===== src/rtl/axi2apb_txn_scheduler_if.sv =====
`default_nettype none
// +------------------------------------------------------------------------+
// | axi2apb_txn_scheduler_if : burst request / APB beat handshake bundle   |
// | Revision 1.0                                                           |
// +------------------------------------------------------------------------+
interface axi2apb_txn_scheduler_if #(
  parameter int ADDR_WIDTH = 32
);
  logic                  wr_req;
  logic [ADDR_WIDTH-1:0] wr_addr;
  logic [3:0]            wr_len;
  logic [1:0]            wr_burst;
  logic                  wr_ack;
  logic                  rd_req;
  logic [ADDR_WIDTH-1:0] rd_addr;
  logic [3:0]            rd_len;
  logic [1:0]            rd_burst;
  logic                  rd_ack;
  logic                  fifo_empty;
  logic                  beat_start;
  logic                  beat_write;
  logic [ADDR_WIDTH-1:0] beat_addr;
  logic                  beat_last;
  logic                  beat_done;
  logic                  beat_err;
  logic                  wr_cmpl;
  logic                  rd_cmpl;
  logic                  wr_err;
  logic                  rd_err;
  logic                  busy;

  // master = scheduler side, slave = AXI front end plus APB engine
  modport master (
    input  wr_req, wr_addr, wr_len, wr_burst,
    input  rd_req, rd_addr, rd_len, rd_burst,
    input  fifo_empty, beat_done, beat_err,
    output wr_ack, rd_ack, beat_start, beat_write, beat_addr, beat_last,
    output wr_cmpl, rd_cmpl, wr_err, rd_err, busy
  );

  modport slave (
    output wr_req, wr_addr, wr_len, wr_burst,
    output rd_req, rd_addr, rd_len, rd_burst,
    output fifo_empty, beat_done, beat_err,
    input  wr_ack, rd_ack, beat_start, beat_write, beat_addr, beat_last,
    input  wr_cmpl, rd_cmpl, wr_err, rd_err, busy
  );
endinterface
`default_nettype wire


===== src/rtl/axi2apb_txn_scheduler.sv =====
`default_nettype none
// +------------------------------------------------------------------------+
// | axi2apb_txn_scheduler : arbitrates AXI wr/rd bursts onto one APB engine |
// | Option macro: AXI2APB_SCHED_WR_PRIORITY_EN (fixed write priority)       |
// | Revision 1.0                                                           |
// +------------------------------------------------------------------------+
module axi2apb_txn_scheduler #(
  parameter int ADDR_WIDTH = 32,
  parameter int DATA_WIDTH = 32
) (
  input  wire logic                   clk,
  input  wire logic                   rst_n,
  axi2apb_txn_scheduler_if.master     bus
);

  localparam int                    c_beat_bytes = DATA_WIDTH / 8;
  localparam int                    c_lsb        = $clog2(c_beat_bytes);
  localparam logic [ADDR_WIDTH-1:0] c_beat_step  = ADDR_WIDTH'(c_beat_bytes);
  localparam logic [ADDR_WIDTH-1:0] c_one        = ADDR_WIDTH'(1);
  localparam logic [1:0]            c_fixed      = 2'b00;
  localparam logic [1:0]            c_incr       = 2'b01;
  localparam logic [1:0]            c_wrap       = 2'b10;

  typedef enum logic [1:0] {
    IDLE  = 2'd0,
    ISSUE = 2'd1,
    WAIT  = 2'd2,
    CMPL  = 2'd3
  } state_t;

  state_t                r_state;
  logic                  r_write;
  logic [ADDR_WIDTH-1:0] r_addr;
  logic [3:0]            r_len;
  logic [3:0]            r_cnt;
  logic [1:0]            r_burst;
  logic                  r_err;
  logic                  r_wr_ack;
  logic                  r_rd_ack;
  logic                  r_beat_start;
  logic                  r_beat_last;
  logic                  r_wr_cmpl;
  logic                  r_rd_cmpl;
  logic                  r_wr_err;
  logic                  r_rd_err;
  logic                  r_busy;
`ifndef AXI2APB_SCHED_WR_PRIORITY_EN
  logic                  r_last_grant_wr;
`endif

  logic                  w_grant_any;
  logic                  w_grant_wr;
  logic [ADDR_WIDTH-1:0] w_sel_addr;
  logic [3:0]            w_sel_len;
  logic [1:0]            w_sel_burst;
  logic                  w_sel_bad;
  logic                  w_beat_ready;
  logic [ADDR_WIDTH-1:0] w_addr_inc;
  logic [ADDR_WIDTH-1:0] w_wrap_mask;
  logic [ADDR_WIDTH-1:0] w_next_addr;

  assign w_grant_any = bus.wr_req | bus.rd_req;
`ifdef AXI2APB_SCHED_WR_PRIORITY_EN
  assign w_grant_wr  = bus.wr_req;
`else
  assign w_grant_wr  = bus.wr_req & (~bus.rd_req | ~r_last_grant_wr);
`endif

  assign w_sel_addr  = w_grant_wr ? bus.wr_addr  : bus.rd_addr;
  assign w_sel_len   = w_grant_wr ? bus.wr_len   : bus.rd_len;
  assign w_sel_burst = w_grant_wr ? bus.wr_burst : bus.rd_burst;

  // Reserved type and illegal WRAP lengths fall back to INCR with an error.
  assign w_sel_bad = (w_sel_burst == 2'b11) ||
                     ((w_sel_burst == c_wrap) &&
                      !((w_sel_len == 4'd1) || (w_sel_len == 4'd3) ||
                        (w_sel_len == 4'd7) || (w_sel_len == 4'd15)));

  assign w_beat_ready = ~r_write | ~bus.fifo_empty;
  assign w_addr_inc   = r_addr + c_beat_step;
  assign w_wrap_mask  = (ADDR_WIDTH'({1'b0, r_len} + 5'd1) << c_lsb) - c_one;

  always_comb begin
    w_next_addr = w_addr_inc;
    case (r_burst)
      c_fixed: w_next_addr = r_addr;
      c_wrap:  w_next_addr = (r_addr & ~w_wrap_mask) | (w_addr_inc & w_wrap_mask);
      default: w_next_addr = w_addr_inc;
    endcase
  end

  // CMPL arbitrates like IDLE so a back-to-back ack lands one cycle after cmpl.
  always_ff @(posedge clk or negedge rst_n) begin
    if (!rst_n) begin
      r_state         <= IDLE;
      r_write         <= 1'b0;
      r_addr          <= '0;
      r_len           <= '0;
      r_cnt           <= '0;
      r_burst         <= c_fixed;
      r_err           <= 1'b0;
      r_wr_ack        <= 1'b0;
      r_rd_ack        <= 1'b0;
      r_beat_start    <= 1'b0;
      r_beat_last     <= 1'b0;
      r_wr_cmpl       <= 1'b0;
      r_rd_cmpl       <= 1'b0;
      r_wr_err        <= 1'b0;
      r_rd_err        <= 1'b0;
      r_busy          <= 1'b0;
`ifndef AXI2APB_SCHED_WR_PRIORITY_EN
      r_last_grant_wr <= 1'b0;
`endif
    end else begin
      r_wr_ack     <= 1'b0;
      r_rd_ack     <= 1'b0;
      r_beat_start <= 1'b0;
      r_wr_cmpl    <= 1'b0;
      r_rd_cmpl    <= 1'b0;
      r_wr_err     <= 1'b0;
      r_rd_err     <= 1'b0;
      unique case (r_state)
        IDLE, CMPL: begin
          if (w_grant_any) begin
            r_wr_ack        <= w_grant_wr;
            r_rd_ack        <= ~w_grant_wr;
            r_write         <= w_grant_wr;
            r_addr          <= w_sel_addr;
            r_len           <= w_sel_len;
            r_burst         <= w_sel_bad ? c_incr : w_sel_burst;
            r_cnt           <= '0;
            r_err           <= w_sel_bad;
            r_beat_last     <= (w_sel_len == 4'd0);
            r_busy          <= 1'b1;
`ifndef AXI2APB_SCHED_WR_PRIORITY_EN
            r_last_grant_wr <= w_grant_wr;
`endif
            r_state         <= ISSUE;
          end else begin
            r_state <= IDLE;
          end
        end
        ISSUE: begin
          if (w_beat_ready) begin
            r_beat_start <= 1'b1;
            r_state      <= WAIT;
          end
        end
        WAIT: begin
          if (bus.beat_done) begin
            if (r_beat_last) begin
              r_wr_cmpl   <= r_write;
              r_rd_cmpl   <= ~r_write;
              r_wr_err    <= r_write & (r_err | bus.beat_err);
              r_rd_err    <= ~r_write & (r_err | bus.beat_err);
              r_err       <= 1'b0;
              r_beat_last <= 1'b0;
              r_busy      <= 1'b0;
              r_state     <= CMPL;
            end else begin
              r_err       <= r_err | bus.beat_err;
              r_addr      <= w_next_addr;
              r_cnt       <= r_cnt + 4'd1;
              r_beat_last <= ((r_cnt + 4'd1) == r_len);
              // Launch the next beat straight away when data is on hand.
              if (w_beat_ready) begin
                r_beat_start <= 1'b1;
              end else begin
                r_state <= ISSUE;
              end
            end
          end
        end
      endcase
    end
  end

  assign bus.wr_ack     = r_wr_ack;
  assign bus.rd_ack     = r_rd_ack;
  assign bus.beat_start = r_beat_start;
  assign bus.beat_write = r_write;
  assign bus.beat_addr  = r_addr;
  assign bus.beat_last  = r_beat_last;
  assign bus.wr_cmpl    = r_wr_cmpl;
  assign bus.rd_cmpl    = r_rd_cmpl;
  assign bus.wr_err     = r_wr_err;
  assign bus.rd_err     = r_rd_err;
  assign bus.busy       = r_busy;

endmodule
`default_nettype wire


===== src/flat_wrapper.sv =====
// flat-port wrapper written by rule: the top's interface ports become plain ports
module axi2apb_txn_scheduler_flat 
#(
  parameter int ADDR_WIDTH = 32,
  parameter int DATA_WIDTH = 32
)
  (clk, rst_n, bus_wr_req, bus_wr_addr, bus_wr_len, bus_wr_burst, bus_rd_req, bus_rd_addr, bus_rd_len, bus_rd_burst, bus_fifo_empty, bus_beat_done, bus_beat_err, bus_wr_ack, bus_rd_ack, bus_beat_start, bus_beat_write, bus_beat_addr, bus_beat_last, bus_wr_cmpl, bus_rd_cmpl, bus_wr_err, bus_rd_err, bus_busy);
  axi2apb_txn_scheduler_if #(.ADDR_WIDTH(ADDR_WIDTH)) bus_i ();
  input  wire logic clk;
  input  wire logic rst_n;
  input wire logic [$bits(bus_i.wr_req)-1:0] bus_wr_req;
  input wire logic [$bits(bus_i.wr_addr)-1:0] bus_wr_addr;
  input wire logic [$bits(bus_i.wr_len)-1:0] bus_wr_len;
  input wire logic [$bits(bus_i.wr_burst)-1:0] bus_wr_burst;
  input wire logic [$bits(bus_i.rd_req)-1:0] bus_rd_req;
  input wire logic [$bits(bus_i.rd_addr)-1:0] bus_rd_addr;
  input wire logic [$bits(bus_i.rd_len)-1:0] bus_rd_len;
  input wire logic [$bits(bus_i.rd_burst)-1:0] bus_rd_burst;
  input wire logic [$bits(bus_i.fifo_empty)-1:0] bus_fifo_empty;
  input wire logic [$bits(bus_i.beat_done)-1:0] bus_beat_done;
  input wire logic [$bits(bus_i.beat_err)-1:0] bus_beat_err;
  output wire logic [$bits(bus_i.wr_ack)-1:0] bus_wr_ack;
  output wire logic [$bits(bus_i.rd_ack)-1:0] bus_rd_ack;
  output wire logic [$bits(bus_i.beat_start)-1:0] bus_beat_start;
  output wire logic [$bits(bus_i.beat_write)-1:0] bus_beat_write;
  output wire logic [$bits(bus_i.beat_addr)-1:0] bus_beat_addr;
  output wire logic [$bits(bus_i.beat_last)-1:0] bus_beat_last;
  output wire logic [$bits(bus_i.wr_cmpl)-1:0] bus_wr_cmpl;
  output wire logic [$bits(bus_i.rd_cmpl)-1:0] bus_rd_cmpl;
  output wire logic [$bits(bus_i.wr_err)-1:0] bus_wr_err;
  output wire logic [$bits(bus_i.rd_err)-1:0] bus_rd_err;
  output wire logic [$bits(bus_i.busy)-1:0] bus_busy;
  assign bus_i.wr_req = bus_wr_req;
  assign bus_i.wr_addr = bus_wr_addr;
  assign bus_i.wr_len = bus_wr_len;
  assign bus_i.wr_burst = bus_wr_burst;
  assign bus_i.rd_req = bus_rd_req;
  assign bus_i.rd_addr = bus_rd_addr;
  assign bus_i.rd_len = bus_rd_len;
  assign bus_i.rd_burst = bus_rd_burst;
  assign bus_i.fifo_empty = bus_fifo_empty;
  assign bus_i.beat_done = bus_beat_done;
  assign bus_i.beat_err = bus_beat_err;
  assign bus_wr_ack = bus_i.wr_ack;
  assign bus_rd_ack = bus_i.rd_ack;
  assign bus_beat_start = bus_i.beat_start;
  assign bus_beat_write = bus_i.beat_write;
  assign bus_beat_addr = bus_i.beat_addr;
  assign bus_beat_last = bus_i.beat_last;
  assign bus_wr_cmpl = bus_i.wr_cmpl;
  assign bus_rd_cmpl = bus_i.rd_cmpl;
  assign bus_wr_err = bus_i.wr_err;
  assign bus_rd_err = bus_i.rd_err;
  assign bus_busy = bus_i.busy;
  axi2apb_txn_scheduler #(.ADDR_WIDTH(ADDR_WIDTH), .DATA_WIDTH(DATA_WIDTH)) u_core (.clk(clk), .rst_n(rst_n), .bus(bus_i));
endmodule

===== config.mk =====
export PLATFORM = sky130hd
export DESIGN_NAME = axi2apb_txn_scheduler_flat
export DESIGN_NICKNAME = d
export VERILOG_FILES = /design/src/rtl/axi2apb_txn_scheduler_if.sv /design/src/rtl/axi2apb_txn_scheduler.sv /design/src/flat_wrapper.sv
export SDC_FILE = /design/constraint.sdc
export NUM_CORES = 1
export LEC_CHECK = 0
export CAP_MARGIN = 5
export CORE_ASPECT_RATIO = 0.75
export CORE_MARGIN = 1
export CORE_UTILIZATION = 51
export CTS_CLUSTER_DIAMETER = 40
export DETAILED_ROUTE_END_ITERATION = 12
export PLACE_DENSITY_LB_ADDON = 0.25
export REMOVE_ABC_BUFFERS = 1
export SLEW_MARGIN = 25
export SYNTH_ARGS = -nofsm -noshare
export SYNTH_HDL_FRONTEND = slang
export SYNTH_SLANG_ARGS = --single-unit

===== constraint.sdc =====
create_clock -name clk -period 3.75 [get_ports clk]
set_input_delay 0.75 -clock clk [delete_from_list [all_inputs] [get_ports clk]]
set_output_delay 0.75 -clock clk [all_outputs]
set_load 0.1 [all_outputs]

==> results of run 1 <==
==> worst paths after layout <==
kind | slack, ns | to
max reg2reg | 0.98 | register
max in group asynchronous | 2.41 | asynchronous set/reset pin
min | 0.54 | u_core.r_state[1]
max | 0.90 | bus_beat_addr[8]
min reg2reg | 0.54 | u_core.r_state[1]
min in group asynchronous | 0.55 | u_core.r_len[2]
==> routing by layer <==
layer | routed length, um | vias up | share of wire | GRT usage
li1 | - | 1979 | - | -
met1 | 4959 | 1956 | 0.44 | 0.4173
met2 | 5183 | 220 | 0.46 | 0.4718
met3 | 1085 | 13 | 0.096 | 0.05652
met4 | 99 | 0 | 0.0087 | 0.06429
met5 | 0 | - | 0 | 0
==> power groups by stage <==
| stage | clock network (mW) | registers (mW) | logic, mW |
|---|---|---|---|
| finish | 0.345 | 1.22 | 3.36 |
| global route | 0.370 | 1.26 | 3.57 |
| CTS | 0.343 | 1.21 | 3.34 |
| detailed placement | 0 | 1.21 | 3.33 |
| global placement | 0 | 1.19 | 3.25 |
| floorplan | 0 | 2.48 | 1.14 |
==> Yosys cell counts, drive strengths merged, types with 5 or more instances <==
library cell,n
a21oi,50
a31oi,11
a41oi,5
and3,10
buf,16
clkbuf,11
dfrtp,55
ha,6
inv,10
mux2i,10
nand2,84
nand3,17
nand4,6
nor2,50
nor2b,7
nor3,13
o21ai,65
o21bai,5
xnor2,9
==> layout make-up <==
cell class              instances  area share
multi-input cells             400      0.4418
well taps                     101     0.02424
clock inverters                 2    0.003120
flip-flops and latches         55      0.2640
clock buffers                   6     0.01392
repair buffers                130      0.2457
inverters                      10    0.007199
==> cell families after synthesis <==
group / after synthesis
buf+inv: 37
compound gates: 162
flops: 55
xor+xnor: 12
fa+ha+maj: 6
simple gates: 208
mux: 12
==> results.md, run 1 <==
* CTS clk-pin slew, worst paths at 0.11 ns
* Fin area at 5214 sq um
* Fin crit period at 2.848 ns
* Clk pwr share at 0.070
* Mux share of post-synthesis cell area at 0.03190
* Synth top area share at 0.3581
* Die Y at 77.18 um
* Post-synth cell types at 59
* Worst Path Buf+Inv at 1
* Chip width at 102.2 um
* Nets at 691
* Max VDD drop at 0.7157 mV
* Switch share at 0.6066
* Final Setup Violations at 0
* Drt pass-1 iters at 5
* Max clock buf depth at 2
* Int Power at 1.936 mW
* Power share of the sequential group at 0.247
* Fraction of the yosys area taken by sequential cells at 0.3581
* Grt total ovfl at 0
* Min Hold Slack at 0.5422 ns
* Gate power share at 0.682
* Post-Synth Adder-Cell Area at 0.01953
* Worst min-delay path class: reg2reg
* Total wire length at 11330 um
* RSZ-0062 raised after global routing: false
* CTS Buf Count at 5
* Most frequent cells in the layout: clkdlybuf4s50_1, nand2_1, dfrtp_1, o21ai_0, a21oi_1
* Ant diodes at 0
* End-of-flow core utilization at 0.7112
* Most common cell after layout, fill and taps aside: clkdlybuf4s50_1
* Crit path capture type: output pin
* Worst Max-Slew Pin Slew at 1.010 ns
* Final worst slack at 0.9023 ns
* Top_reg_cell synth: dfrtp_1
* WP depth at 1
* Worst-case reg-to-reg path depth at 8
* Yosys top cell by area: dfrtp_1
* Family with the most delay on the worst path: buffers and inverters
* Avg Inst Size Synth at 7.812 sq um
* Post-route ant nets at 0
* XOR/XNOR Fraction of Synth Area at 0.02734
* Design Power at 4.920 mW
* R2R Path Start: u_core.r_state[0]
* Post-CTS Hold Fix Bufs at 0
* Crit Path Max Fanout at 9
* DP HPWL at 8361 um
* Largest net degree at the start of global routing at 40
* WS Path Type: reg2out
* Root Driver: clkbuf_8
* Std-Cell Rows at 27
* Total GRT Usage at 0.2964
* Setup WS pre-CTS at 0.7557 ns
* Fin. Hold Viols at 0
* Mapped Area at 3844 sq um
* Via count at 4168
* Combinational family with the most area after synthesis: simple AND/OR/NAND/NOR gates
* Sw Pwr at 2.984 mW
* Syn Inst Count at 492
* Routability Congestion at 0.8755
* Routed vias/inst at 5.920
* Pwr Density at 943.6 nW/um^2
* Simple-gate share of the synthesized area at 0.2660
* Synth Area in Compound Gates at 0.2520
* Dominant cells by area after synthesis: dfrtp_1, nand2_1, o21ai_0
* Yosys reg bits at 55
* Max Clock Skew at 0.01051 ns
* Max Freq at 0.3512 GHz
* Hold Path Depth at 2
* # clock sinks at 55
* Worst path max stage delay at 1.21 ns
* Final Slew Violations at 0
* Initial antenna violation count at 0
* Post-synth ARST share at 1.000
* TritonCTS clock tree: done
* Ports at 125
* Critical path launch point type: register
* Post_cts resized at 0
* H-Tree Depth at 2
* Placed cell areas at 5117 sq um
* Post-CTS Repair Setup Buffers at 0
* First-pass GRT wire length at 18370 um
* Arrival @ worst endpoint at 2.10 ns
* Area taken by flip-flops and latches at 1376 sq um
* Fin cells at 704
* Final period utilization at 0.7594
* Max-slew headroom at 0.3248
* Ratio of cells with drive above 1 in the final layout at 0.05141
* Drt drc at 0
* Syn-to-layout area delta at 35.64%
* Die area at 7891 sq um
* EDFF count, synth at 0
* Status: finished, final reports clean
* Port Buffers at 124
* Pleak at 2.145 nW
* Setup TNS at 0 ns
* Number of global-route vias before repair at 3825
* Slowest stage cell on the critical path: clkdlybuf4s50_1
* FILL cells at 574
* Hold Path Origin: u_core.r_state[1]
* Placed cell count at 696
* Core area at 7331 sq um
* Critical-path cell list: clkdlybuf4s50_1
* Per-cell routed wire length at 16.09 um
* Initial DRC count at 323
* Total of max-cap violations at 0
* Required time worst endpoint at 3.00 ns
* Ys Warns at 0
* Initial Utilization at 0.5243
* Clk_lat worst skew at 0.31 ns
* Area of the multi-input gates at 2303 sq um
No activity file was read; power rests on OpenSTA's default activity.
==> run 2, diff against run 1 <==
CORE_UTILIZATION = 42   (was 51)
clock period = 2.45 ns   (was 3.75 ns; I/O delays follow)
==> run 2 against run 1 <==
  * Clock-buffer cell count unchanged
  * Setup slack got worse by 0.76 ns
  * Clock skew is 0.0014 ns lower
  * Via count grew 0.98%
  * Largest power group unchanged
  * Highest routed layer unchanged
==> results.md, run 2 (synthesis gave the netlist of run 1 again) <==
* Chip width at 112.5 um (+10%)
* DP HPWL at 8875 um (+6.1%)
* Ant diodes at 0 (unchanged)
* WP depth at 9 (+8)
* Max clock buf depth at 2 (unchanged)
* Required time worst endpoint at 2.65 ns (-0.35 ns)
* Routed vias/inst at 5.806 (-1.9%)
* Std-Cell Rows at 29 (+7.4%)
* Worst path most repeated cell: o21ai_0
* H-Tree Depth at 2 (unchanged)
* Total GRT Usage at 0.2468 (-0.04961)
* Max Clock Skew at 0.009106 ns (-0.001408 ns)
* Fin. Hold Viols at 0 (unchanged)
* Per-cell routed wire length at 16.09 um (about the same)
* Routability Congestion at 0.8491 (-3.0%)
* Post-route ant nets at 0 (unchanged)
* Drt drc at 0 (unchanged)
* RSZ-0062 raised after global routing: false
* Root Driver: clkbuf_16
* Critical-path cell list: inv_1 -> ha_2 -> nor3b_2 -> a211o_1 -> nor2_4 -> o21ai_1 -> buf_4 -> o21ai_0 -> o21ai_0
* Fin crit period at 2.309 ns
* Worst-case reg-to-reg path depth at 9 (+1)
* Final worst slack at 0.1409 ns (-0.7615 ns)
* Clk_lat worst skew at 0.30 ns (about the same)
* Drt pass-1 iters at 5 (unchanged)
* Most common cell after layout, fill and taps aside: nand2_1
* Max VDD drop at 0.9777 mV (+37%)
* R2R Path Start: u_core.r_state[0]
* Die Y at 84.85 um (+9.9%)
* # clock sinks at 55 (unchanged)
* Initial antenna violation count at 0 (unchanged)
* Arrival @ worst endpoint at 2.51 ns (+0.41 ns)
* Critical path launch point type: register
* Final period utilization at 0.9425
* Setup TNS at 0 ns (unchanged)
* Ports at 125 (unchanged)
* Syn-to-layout area delta at 39.26%
* Family with the most delay on the worst path: compound AO/OA/AOI/OAI gates
* Pwr Density at 1488 nW/um^2 (+58%)
* TritonCTS clock tree: done
* Post-CTS Hold Fix Bufs at 0 (unchanged)
* Total of max-cap violations at 0 (unchanged)
* Largest net degree at the start of global routing at 34 (-15%)
* Core area at 8672 sq um (+18%)
* Die area at 9542 sq um (+21%)
* Worst Path Buf+Inv at 2 (+1)
* Via count at 4209 (+0.98%)
* Initial DRC count at 280 (-13%)
* Ratio of cells with drive above 1 in the final layout at 0.1442 (+0.09284)
* Port Buffers at 124 (unchanged)
* Crit path capture type: register
* FILL cells at 788 (+37%)
* Final Setup Violations at 0 (unchanged)
* First-pass GRT wire length at 18920 um (+3.0%)
* CTS Buf Count at 5 (unchanged)
* Worst path max stage delay at 0.38 ns (-0.83 ns)
* Pleak at 2.326 nW (+8.4%)
* Total wire length at 11660 um (+3.0%)
* Final Slew Violations at 0 (unchanged)
* Crit Path Max Fanout at 8 (-1)
* WS Path Type: reg2reg
* Worst Max-Slew Pin Slew at 0.6058 ns (-0.4038 ns)
* Max Freq at 0.4331 GHz
* Post-CTS Repair Setup Buffers at 0 (unchanged)
* Slowest stage cell on the critical path: dfrtp_1
* Area taken by flip-flops and latches at 1376 sq um (unchanged)
* Number of global-route vias before repair at 3938 (+3.0%)
* Grt total ovfl at 0 (unchanged)
* Post_cts resized at 0 (unchanged)
* R2R Setup Slk at 0.14 ns (-0.84 ns)
* Setup WS pre-CTS at 0.02680 ns (-0.7289 ns)
* Most frequent cells in the layout: nand2_1, clkdlybuf4s50_1, buf_4, dfrtp_1, o21ai_0
* Worst min-delay path class: in2async
* Max-slew headroom at 0.5951 (+0.2702)
* Area of the multi-input gates at 2307 sq um (+0.16%)
* Status: finished, final reports clean
* Design Power at 7.964 mW (+62%)
* CTS clk-pin slew, worst paths at 0.08 ns (-0.03 ns)
* Nets at 705 (+2.0%)
* Initial Utilization at 0.4432 (-0.08110)
==> run 2: cell count changes in the layout (fill, tap and decap cells not counted), sizes merged <==
cell           delta
bufinv            +1
buf              +56
clkinvlp          -1
clkdlybuf4s50    -42
==> run 2: layout make-up <==
class                      instances  share of cell area
multi-input combinational        400              0.4310
sequential                        55              0.2571
tap                              108             0.02525
clock buffer                       6             0.02595
timing repair buffer             144              0.2464
clock inverter                     2            0.007246
inverter                          10            0.007013
==> run 2: where the power goes <==
group          leakage, nW  internal [mW]  switching (mW)
sequential           0.689           1.30           0.526
combinational         1.55           1.52            3.76
clock               0.0875          0.515           0.345
total                 2.33           3.33            4.63
==> run 2: metrics by stage <==
step	hold slack (ns)	cell area (sq um)	cells	util
floorplan	0.1944	3707	465	-
global placement	0.4916	5164	717	0.5954
CTS	0.2100	5341	725	0.6159
finish	0.1919	5353	725	0.6172
detailed placement	0.5008	5164	717	0.5954
global route	0.2330	5353	725	0.6172
==> run 2: worst max path at each step <==
| stage | from | endpoint | slack [ns] |
|---|---|---|---|
| finish | u_core.r_state[0] | register | 0.14 |
| global route | u_core.r_state[0] | register | 0.03 |
| CTS | u_core.r_state[0] | register | 0.17 |
| detailed placement | bus_wr_req | register | 0.03 |
| global placement | bus_wr_req | register | 0.11 |
| floorplan | u_core.r_state[0] | register | -0.38 |
==> run 2: per-layer routing <==
layer	up-vias	track usage	wire length, um
li1	2015	-	-
met1	2037	0.3484	5261
met2	147	0.3953	5479
met3	10	0.04286	819
met4	0	0.06303	102
met5	-	0	0
==> run 3, diff against run 2 <==
CORE_MARGIN = 2   (was 1)
==> run 3 against run 2 <==
  * Clock power is 10% lower
  * Non-clock buffer count grew 1
  * Largest cell class unchanged
  * Critical path type unchanged
  * Highest routed layer unchanged
  * Wire length fell by 2.8%
  * Largest power group unchanged
  * Combinational power shrank 0.8%
==> results.md, run 3 (synthesis gave the netlist of run 1 again) <==
* H-Tree Depth at 2 (unchanged)
* Critical-path cell list: inv_1 -> ha_2 -> nor2_1 -> a211o_1 -> nor2_4 -> o21ai_1 -> buf_4 -> o21ai_0 -> o21ai_0
* Max VDD drop at 0.8919 mV (-8.8%)
* Root Driver: clkbuf_16
* Pleak at 2.323 nW (-0.14%)
* End-of-flow core utilization at 0.5955 (-0.02169)
* Final period utilization at 0.9160 (-0.02648)
* Power share of the sequential group at 0.234 (+0.005)
* Total wire length at 11340 um (-2.8%)
* Setup TNS at 0 ns (unchanged)
* Final Setup Violations at 0 (unchanged)
* Fin crit period at 2.244 ns (-0.06488 ns)
* CTS clk-pin slew, worst paths at 0.08 ns (about the same)
* Initial DRC count at 247 (-12%)
* Worst path most repeated cell: o21ai_0
* Worst Path Buf+Inv at 2 (unchanged)
* Syn-to-layout area delta at 39.00%
* CTS Buf Count at 5 (unchanged)
* Worst path max stage delay at 0.40 ns (+0.02 ns)
* Max-slew headroom at 0.5671 (-0.02795)
* R2R Setup Slk at 0.21 ns (+0.06 ns)
* First-pass GRT wire length at 18860 um (-0.29%)
* Clk pwr share at 0.099 (-0.009)
* DP HPWL at 8504 um (-4.2%)
* Most common cell after layout, fill and taps aside: nand2_1
* Ratio of cells with drive above 1 in the final layout at 0.1440 (-0.0002334)
* Slowest stage cell on the critical path: dfrtp_1
* Max Freq at 0.4456 GHz (+2.9%)
* Drt drc at 0 (unchanged)
* RSZ-0062 raised after global routing: false
* Post-route ant nets at 0 (unchanged)
* Worst Max-Slew Pin Slew at 0.6493 ns (+0.04355 ns)
* Worst-case reg-to-reg path depth at 9 (unchanged)
* Ant diodes at 0 (unchanged)
* Chip width at 114.5 um (+1.8%)
* Drt pass-1 iters at 4 (-1)
* Required time worst endpoint at 2.61 ns (-0.04 ns)
* Port Buffers at 124 (unchanged)
* Ports at 125 (unchanged)
* Grt total ovfl at 0 (unchanged)
* Worst min-delay path class: in2async
* Max clock buf depth at 2 (unchanged)
* TritonCTS clock tree: done
* Total GRT Usage at 0.2349 (-0.01197)
* Critical path launch point type: register
* Max Clock Skew at 0.009077 ns (-0.00002911 ns)
* Die area at 9941 sq um (+4.2%)
* Via count at 4092 (-2.8%)
* Family with the most delay on the worst path: compound AO/OA/AOI/OAI gates
* Arrival @ worst endpoint at 2.40 ns (-0.11 ns)
* R2R Path Start: u_core.r_state[0]
* Per-cell routed wire length at 15.53 um (-3.4%)
* Core area at 8971 sq um (+3.4%)
* Routed vias/inst at 5.605 (-3.4%)
* Most frequent cells in the layout: nand2_1, clkdlybuf4s50_1, buf_4, dfrtp_1, o21ai_0
* Setup WS pre-CTS at 0.1201 ns (+0.09331 ns)
* Initial antenna violation count at 0 (unchanged)
* Final Slew Violations at 0 (unchanged)
* Routability Congestion at 0.8667 (+2.1%)
* Std-Cell Rows at 30 (+3.4%)
* # clock sinks at 55 (unchanged)
* Gate power share at 0.668 (+0.005)
* Clk_lat worst skew at 0.30 ns (about the same)
* Die Y at 86.85 um (+2.4%)
* Nets at 706 (+0.14%)
* Crit Path Max Fanout at 14 (+6)
* Sw Pwr at 4.593 mW (-0.79%)
* Switch share at 0.5855 (+0.004173)
* Int Power at 3.252 mW (-2.5%)
* Pwr Density at 1468 nW/um^2 (-1.3%)
* Number of global-route vias before repair at 3921 (-0.43%)
* Crit path capture type: register
* Initial Utilization at 0.4285 (-0.01477)
* Largest net degree at the start of global routing at 32 (-5.9%)
* Fin. Hold Viols at 0 (unchanged)
* WS Path Type: reg2reg
* Final worst slack at 0.2057 ns (+0.06488 ns)
* Total of max-cap violations at 0 (unchanged)
* Status: finished, final reports clean
## run 3: changes by cell type in the layout (fill, tap and decap cells not counted)
cell | previous run | this run
buf_4 | 59 | 60
bufinv_16 | 1 | 0
clkinv_4 | 0 | 1
inv_6 | 1 | 0
inv_8 | 0 | 1
o21ai_1 | 11 | 12
o21ai_2 | 2 | 1
## run 3: layout make-up
class	count	area, sq um
Tap cell	112	140.1
Sequential cell	55	1376
Inverter	10	37.54
Clock inverter	2	20.02
Timing Repair Buffer	145	1326
Clock buffer	6	138.9
Multi-Input combinational cell	400	2303
Fill cell	786	3628
## run 3: per-layer routing
metal  wire length (um)  part of all wire  GRT usage  up-vias
li1                   -                 -          -     2012
met1               5404              0.48     0.3358     1927
met2               5030              0.44     0.3776      149
met3                844             0.074    0.04685        4
met4                 59            0.0052    0.03548        0
met5                  0                 0          0        -
## run 3: how the worst max path moves through the flow
stage                      startpoint  endpoint  cells after the start
floorplan           u_core.r_state[0]  register                      8
global placement        bus_beat_done  register                      8
detailed placement      bus_beat_done  register                      8
CTS                   u_core.r_len[1]  register                      8
global route          u_core.r_len[1]  register                      8
finish              u_core.r_state[0]  register                      9
## run 3: what timing repair did
action,in CTS,in global routing
buffers inserted,0,0
setup endpoints to repair,0,5
gates resized for setup,0,1
hold buffers,0,0
## run 3: per-stage QoR
step           hold WS [ns]  area (sq um)  cells  total power, mW
6_report             0.2200          5343    730            7.845
5_1_grt              0.2602          5343    730            8.351
4_1_cts              0.2402          5335    730            7.859
3_5_place_dp         0.5001          5176    722            7.050
3_3_place_gp         0.4974          5176    722            6.964
2_1_floorplan        0.1944          3707    465            5.552
## run 3: power groups by stage
stage	sequential, mW	clock, mW	combinational [mW]
floorplan	3.80	0	1.75
global placement	1.83	0	5.13
detailed placement	1.84	0	5.21
CTS	1.83	0.785	5.24
global route	1.91	0.829	5.61
finish	1.84	0.773	5.24
